### src/rtl/vga_timing_pkg.sv
// Shared timing constants for the 640x480@60 VGA path.
package vga_timing_pkg;

    localparam int unsigned CNT_W = 10;

    localparam int unsigned H_VIS  = 640;
    localparam int unsigned H_FP   = 16;
    localparam int unsigned H_SYNC = 96;
    localparam int unsigned H_BP   = 48;
    localparam int unsigned V_VIS  = 480;
    localparam int unsigned V_FP   = 10;
    localparam int unsigned V_SYNC = 2;
    localparam int unsigned V_BP   = 33;

    localparam int unsigned H_TOTAL  = H_VIS + H_FP + H_SYNC + H_BP;
    localparam int unsigned V_TOTAL  = V_VIS + V_FP + V_SYNC + V_BP;
    localparam int unsigned HS_START = H_VIS + H_FP;
    localparam int unsigned HS_END   = HS_START + H_SYNC;
    localparam int unsigned VS_START = V_VIS + V_FP;
    localparam int unsigned VS_END   = VS_START + V_SYNC;

    function automatic logic in_window(input logic [CNT_W-1:0] x,
                                       input logic [CNT_W-1:0] lo,
                                       input logic [CNT_W-1:0] hi);
        return (x >= lo) && (x < hi);
    endfunction

endpackage

### src/rtl/pix_tick_div.sv
// Pixel-rate enable: one-clk tick every CLK_DIV system clocks.
module pix_tick_div #(
    parameter int unsigned CLK_DIV = 4
) (
    input  logic clk,
    input  logic rst_n,
    output logic tick
);

    localparam int unsigned DIV_W = (CLK_DIV > 1) ? $clog2(CLK_DIV) : 1;
    localparam logic [DIV_W-1:0] DIV_MAX = DIV_W'(CLK_DIV - 1);

    logic [DIV_W-1:0] div;

    always_ff @(posedge clk) begin
        if (!rst_n) begin
            div <= '0;
        end else if (tick) begin
            div <= '0;
        end else begin
            div <= div + DIV_W'(1);
        end
    end

    assign tick = (div == DIV_MAX);

endmodule

### src/rtl/vga_timing_gen.sv
// VGA timing source: h/v counters, registered sync/valid, per-frame score latch.
// Optional FRAME_CNT_EN adds a 16-bit frame counter output.
module vga_timing_gen #(
    parameter int unsigned CLK_DIV = 4,
    parameter int unsigned H_VIS   = vga_timing_pkg::H_VIS,
    parameter int unsigned H_FP    = vga_timing_pkg::H_FP,
    parameter int unsigned H_SYNC  = vga_timing_pkg::H_SYNC,
    parameter int unsigned H_BP    = vga_timing_pkg::H_BP,
    parameter int unsigned V_VIS   = vga_timing_pkg::V_VIS,
    parameter int unsigned V_FP    = vga_timing_pkg::V_FP,
    parameter int unsigned V_SYNC  = vga_timing_pkg::V_SYNC,
    parameter int unsigned V_BP    = vga_timing_pkg::V_BP
) (
    input  logic                            clk,
    input  logic                            rst_n,
    input  logic [3:0]                      score0_in,
    input  logic [3:0]                      score1_in,
    output logic [vga_timing_pkg::CNT_W-1:0] h_cnt,
    output logic [vga_timing_pkg::CNT_W-1:0] v_cnt,
    output logic                            valid,
    output logic                            hsync,
    output logic                            vsync,
    output logic [3:0]                      score0,
    output logic [3:0]                      score1,
`ifdef FRAME_CNT_EN
    output logic [15:0]                     frame_cnt,
`endif
    output logic                            frame_start
);

    import vga_timing_pkg::*;

    localparam logic [CNT_W-1:0] H_LAST = CNT_W'(H_VIS + H_FP + H_SYNC + H_BP - 1);
    localparam logic [CNT_W-1:0] V_LAST = CNT_W'(V_VIS + V_FP + V_SYNC + V_BP - 1);
    localparam logic [CNT_W-1:0] H_VIS_L = CNT_W'(H_VIS);
    localparam logic [CNT_W-1:0] V_VIS_L = CNT_W'(V_VIS);
    localparam logic [CNT_W-1:0] HS_LO   = CNT_W'(H_VIS + H_FP);
    localparam logic [CNT_W-1:0] HS_HI   = CNT_W'(H_VIS + H_FP + H_SYNC);
    localparam logic [CNT_W-1:0] VS_LO   = CNT_W'(V_VIS + V_FP);
    localparam logic [CNT_W-1:0] VS_HI   = CNT_W'(V_VIS + V_FP + V_SYNC);

    logic             tick;
    logic [CNT_W-1:0] h_nxt;
    logic [CNT_W-1:0] v_nxt;
    logic             at_origin;
    logic             at_blank;

    pix_tick_div #(
        .CLK_DIV(CLK_DIV)
    ) u_div (
        .clk  (clk),
        .rst_n(rst_n),
        .tick (tick)
    );

    always_comb begin
        h_nxt = h_cnt + CNT_W'(1);
        v_nxt = v_cnt;
        if (h_cnt == H_LAST) begin
            h_nxt = '0;
            v_nxt = (v_cnt == V_LAST) ? '0 : v_cnt + CNT_W'(1);
        end
        at_origin = (h_nxt == '0) && (v_nxt == '0);
        at_blank  = (h_nxt == '0) && (v_nxt == V_VIS_L);
    end

    // Flags are derived from the next counter values so they line up with h_cnt/v_cnt.
    always_ff @(posedge clk) begin
        if (!rst_n) begin
            h_cnt       <= H_LAST;
            v_cnt       <= V_LAST;
            valid       <= 1'b0;
            hsync       <= 1'b1;
            vsync       <= 1'b1;
            score0      <= '0;
            score1      <= '0;
            frame_start <= 1'b0;
`ifdef FRAME_CNT_EN
            frame_cnt   <= '0;
`endif
        end else begin
            frame_start <= 1'b0;
            if (tick) begin
                h_cnt       <= h_nxt;
                v_cnt       <= v_nxt;
                valid       <= (h_nxt < H_VIS_L) && (v_nxt < V_VIS_L);
                hsync       <= !in_window(h_nxt, HS_LO, HS_HI);
                vsync       <= !in_window(v_nxt, VS_LO, VS_HI);
                frame_start <= at_origin;
                if (at_blank) begin
                    score0 <= score0_in;
                    score1 <= score1_in;
                end
`ifdef FRAME_CNT_EN
                if (at_origin) begin
                    frame_cnt <= frame_cnt + 16'd1;
                end
`endif
            end
        end
    end

endmodule

### config.mk
export PLATFORM = sky130hd
export DESIGN_NAME = vga_timing_gen
export DESIGN_NICKNAME = d
export VERILOG_FILES = /design/src/rtl/vga_timing_pkg.sv /design/src/rtl/pix_tick_div.sv /design/src/rtl/vga_timing_gen.sv
export SDC_FILE = /design/constraint.sdc
export NUM_CORES = 1
export LEC_CHECK = 0
export BUFFER_PORTS_ARGS = -buffer_cell sky130_fd_sc_hd__buf_2
export CAP_MARGIN = 30
export CORE_ASPECT_RATIO = 1.4
export CORE_MARGIN = 8
export CORE_UTILIZATION = 59
export CTS_CLUSTER_DIAMETER = 60
export DETAILED_ROUTE_END_ITERATION = 10
export GPL_ROUTABILITY_DRIVEN = 0
export PLACE_DENSITY = 0.93
export SLEW_MARGIN = 5
export SYNTH_ARGS = -nofsm -noshare
export SYNTH_HDL_FRONTEND = slang
export SYNTH_SLANG_ARGS = --single-unit
### constraint.sdc
create_clock -name clk -period 7.9 [get_ports clk]
set_input_delay 2.37 -clock clk [delete_from_list [all_inputs] [get_ports clk]]
set_output_delay 2.37 -clock clk [all_outputs]
set_load 0.02 [all_outputs]
======== Word-level counts from Yosys, hierarchy flattened ========
Cells that the tools add are included.
word-level totals
  register bits after elaboration ......... 34
  word-level logic and storage cells ...... 38
operators by class
  add/subtract/negate cells ............... 3
  bitwise operators ....................... 1
  multiplexer cells ....................... 3
  reductions and logical operators ........ 12
  equal/unequal tests ..................... 4
  order comparisons ....................... 6
operators by type and width
  operator               number
  $mux 10                3
  $add 10x1->10 const B  2
  $eq 10x10->1 const B   2
  $logic_not 10->1       2
  $lt 10x10->1 const B   2
  $lt 10x9->1 const B    2
  $eq 10x9->1 const B    1
  $ge 10x10->1 const B   1
  $ge 10x9->1 const B    1
  $logic_and 1x1->1      5
  $reduce_and 2->1       2
  $add 2x1->2 const B    1
  $eq 2x2->1 const B     1
  $logic_not 1->1        2
  $reduce_or 2->1        1
  $not 1->1              1

======== Depth between registers and ports, before layout ========
  depth after elaboration ................. 6
  gate-level depth with buffers ........... 12

======== By module ========
Synthesis repeated with hierarchy kept, for this count alone.
unflattened totals
  cells, all modules ...................... 258
  area, all modules ....................... 2105.8 um^2
by module, submodules not included
  module          times used  sequential area each (um^2)  area each (um^2)  cells each
  vga_timing_gen  1           640.6                        2031.9            253
  pix_tick_div    1           40.0                         73.8              5

======== Worst setup path after synthesis ========
Ideal clock, no wire load.
  kind .................................... input to register
  from .................................... input rst_n
  to ...................................... register u_div.div[0]
  stages on the path ...................... 3
  library setup time ...................... 0.080 ns
  data required time ...................... 7.820 ns
  slack ................................... 4.850 ns
  arrival ................................. 2.970 ns
  cells stage by stage .................... clkbuf_1 -> clkbuf_1 -> nor3b_1
on the way
  longest elaborated chain between the ends .. 2
RTL lines
  element                    RTL line              source
  start, declared            vga_timing_gen.sv:15  input logic rst_n,
  $not 1->1 (no line)        -
  $reduce_or 2->1 (no line)  -
  end signal, assigned       pix_tick_div.sv:21    div <= div + DIV_W'(1);
  end, declared              pix_tick_div.sv:13    logic [DIV_W-1:0] div;
Every way passes these cells.
A chain may end at the register's enable or synchronous reset.

======== Worst setup path in the final report ========
  from .................................... register h_cnt[8] (netlist bit)
  to ...................................... output h_cnt[8] (netlist bit)
RTL lines
  element                 RTL line              source
  start, declared         vga_timing_gen.sv:18  output logic [vga_timing_pkg::CNT_W-1:0] h_cnt,
  start signal, assigned  vga_timing_gen.sv:84  h_cnt <= h_nxt;
No word-level cell between the ends.

==> flow_summary.ini <==
[place]
placement.io_buffers = 41
dpl.cell_count = 327
dp_hpwl_microns = 3650
pre_cts_ws_ns = 4.49

[global_routing]
grtUsageMet2 = 0.322
grt.busiest_layer = met2
grt_pass1_wl_microns = 8610
grt_max_degree = 43
grtUsageMet1 = 0.202
first_global_vias = 1909
use_met3 = 0.0417
gr-usage-all-layers = 0.187
grt-ovfl-total = 0
antenna_found_initial = 0

[clocking]
clk_pin_slew_worst_paths_ns = 0.06
clk_latency_ns = 0.29
clkSinkCount = 34
cts_setup_buffers = 0
cts_root_buf = clkbuf_8
hold_buffers = 0
cts_tree = yes
clock_path_buffers = 2
htree_levels = 2
numCtsBuffers = 5
cts_resized = 0

[sta]
fmax_mhz = 283
clock_skew_ns = 0.00674
hold_ws_ns = 0.430
relSlewSlack = 0.579
hold_viol_final = 0
tightest_slew_ns = 0.632
rsz0062_at_grt = no
final.setup.worst_slack_ns = 4.36
period_needed_ns = 3.54
fin_tns_setup_ns = 0
slew_viol_final = 0
fin_crit_sh = 0.448
setup_viol = 0

[route]
first_pass_iters = 4
drcViolationCount = 0
routed_wirelength_microns = 5200
drt-initial-drc-count = 136
viasPerCell = 6.19
wl_per_cell_microns = 15.6
antenna_left = 0
vias = 2060

[logic_synthesis]
async_flop_share = 0
syn_area_sq_um = 2070
synth_commonest_cells = 46 x nand2_1, 34 x dfxtp_1, 18 x o21ai_0
ys_seq_elements = 34
synthTopCellsByArea = dfxtp_1 33%, nand2_1 8.4%, mux2i_1 4.8%
yosysTopAreaCellShare = 0.329
syn-num-nets = 282
netlist.top_cell.by_area = dfxtp_1
yosysSeqAreaShare = 0.329
synth.most_common_cell = nand2_1
synth.distinct_cells = 45
synth_flop_cell = dfxtp_1
syn_avg_cell_area_sq_um = 7.74
syn_inst = 267
yosysWarnings = 0
synth_edf_count = 0

[critical_path]
required_ns = 5.53
critPathKind = flip-flop to output port
crit_fanout = 15
cp_cell_sequence = buf_2
path_delay_family = flip-flops
crit_slowest_cell = dfxtp_1
reg2reg_setup_slack_ns = 4.51
cp.arrival_ns = 1.17
path_buf_inv = 1
reg2reg_from = h_cnt[1]
critPathCaptureType = output port
startpoint_type = flip-flop
r2r-end = score1[0]
worstSetupPathDepth = 1
reg2reg_depth = 8
crit_path_max_incr_delay_ns = 0.62

[power]
powerDensity_nw_per_um2 = 189
ir_drop_mv = 0.129
leakage_nw = 1.02

[final_layout]
syn2layout_area_growth_pct = 11.3
instances_no_fill = 333
fin_util = 0.681
antennaDiodeCount = 0
drive_above_1_share = 0.174
finalNetCount = 309

[floorplanning]
dieArea_sq_um = 5680
core_sq_um = 3380
die_x_microns = 66.0
io_pins = 42
die_h_microns = 86.0
start_util = 0.611
rows = 25

[min_path]
min_to = u_div.div[0]
min_path_cells = 1
hold_start = u_div.div[0]
hp-class = flip-flop to flip-flop

[run_status]
status = finished, final reports clean

[run]
cap_violations = 0
[logic make-up (layout without fill, tap and decap cells)]
logic type,Yosys count,after routing,share of synthesized area
buffers and inverters,28,54,0.0648
and+or+nand+nor,126,126,0.312
AOI/OAI and AO/OA,52,52,0.164
DFF,34,34,0.329
adders and majority gates,5,5,0.0303
xor gates and xnor gates,12,12,0.0509
muxes,10,10,0.0485
[final cells by class]
class                   instances  area, sq um
clock buffers                   6         82.6
fillers                       278         1080
inverters                       6         22.5
multi-input cells             205         1250
flip-flops and latches         34          681
well taps                      40         50.0
repair buffers                 42          213
[placed cells by master (no fill, tap or decap), types with 2 or more instances in the layout]
cell type	count
o22ai_1	2
xor2_1	3
nor3_1	8
buf_2	41
nor2b_1	4
nor2_1	9
xnor2_1	9
or4_1	2
dfxtp_1	34
and3b_1	2
nand4_1	10
o211a_1	3
or3_1	4
nand2_1	46
inv_1	6
ha_1	5
o21ai_0	18
and3_1	7
a21oi_1	10
o211ai_1	3
nand3_1	15
nand2b_1	3
and2_1	8
mux2i_1	10
clkbuf_8	6
nor4_1	4
a21boi_0	3
a311oi_1	2
[report_power, final]
part	internal, mW	leakage (nW)	total, mW	switching, mW
Sequential	0.177	0.275	0.187	0.00983
Combinational	0.0444	0.704	0.121	0.0761
Clock	0.0672	0.0431	0.128	0.0605
Total	0.289	1.02	0.435	0.146
[worst max-delay path by stage]
stage                         from            to  slack (ns)
after floorplan              rst_n  u_div.div[0]        4.85
after global placement       rst_n      h_cnt[0]        4.51
after detailed placement     rst_n      h_cnt[0]        4.49
after CTS                 h_cnt[8]      h_cnt[8]        4.37
after global routing      h_cnt[1]     score0[0]        4.31
final                     h_cnt[8]      h_cnt[8]        4.36
[layer usage]
layer  share of wire  up-vias
met5               0        -
met4           0.028        0
met3           0.053       17
met2            0.53       78
met1            0.39      968
li1                -      997
[stage by stage]
stage          area, sq um  power [mW]
2_1_floorplan         2070       0.288
3_3_place_gp          2220       0.305
3_5_place_dp          2220       0.308
4_1_cts               2300       0.434
5_1_grt               2300       0.459
6_report              2300       0.435
[state kept, by name, indices dropped and copies added (netlist names)]
signal	cells
hsync	1
frame_start	1
u_div.div	2
v_cnt	10
h_cnt	10
score1	4
valid	1
vsync	1
score0	4
Note: power is estimated with default switching activity, not from simulation.
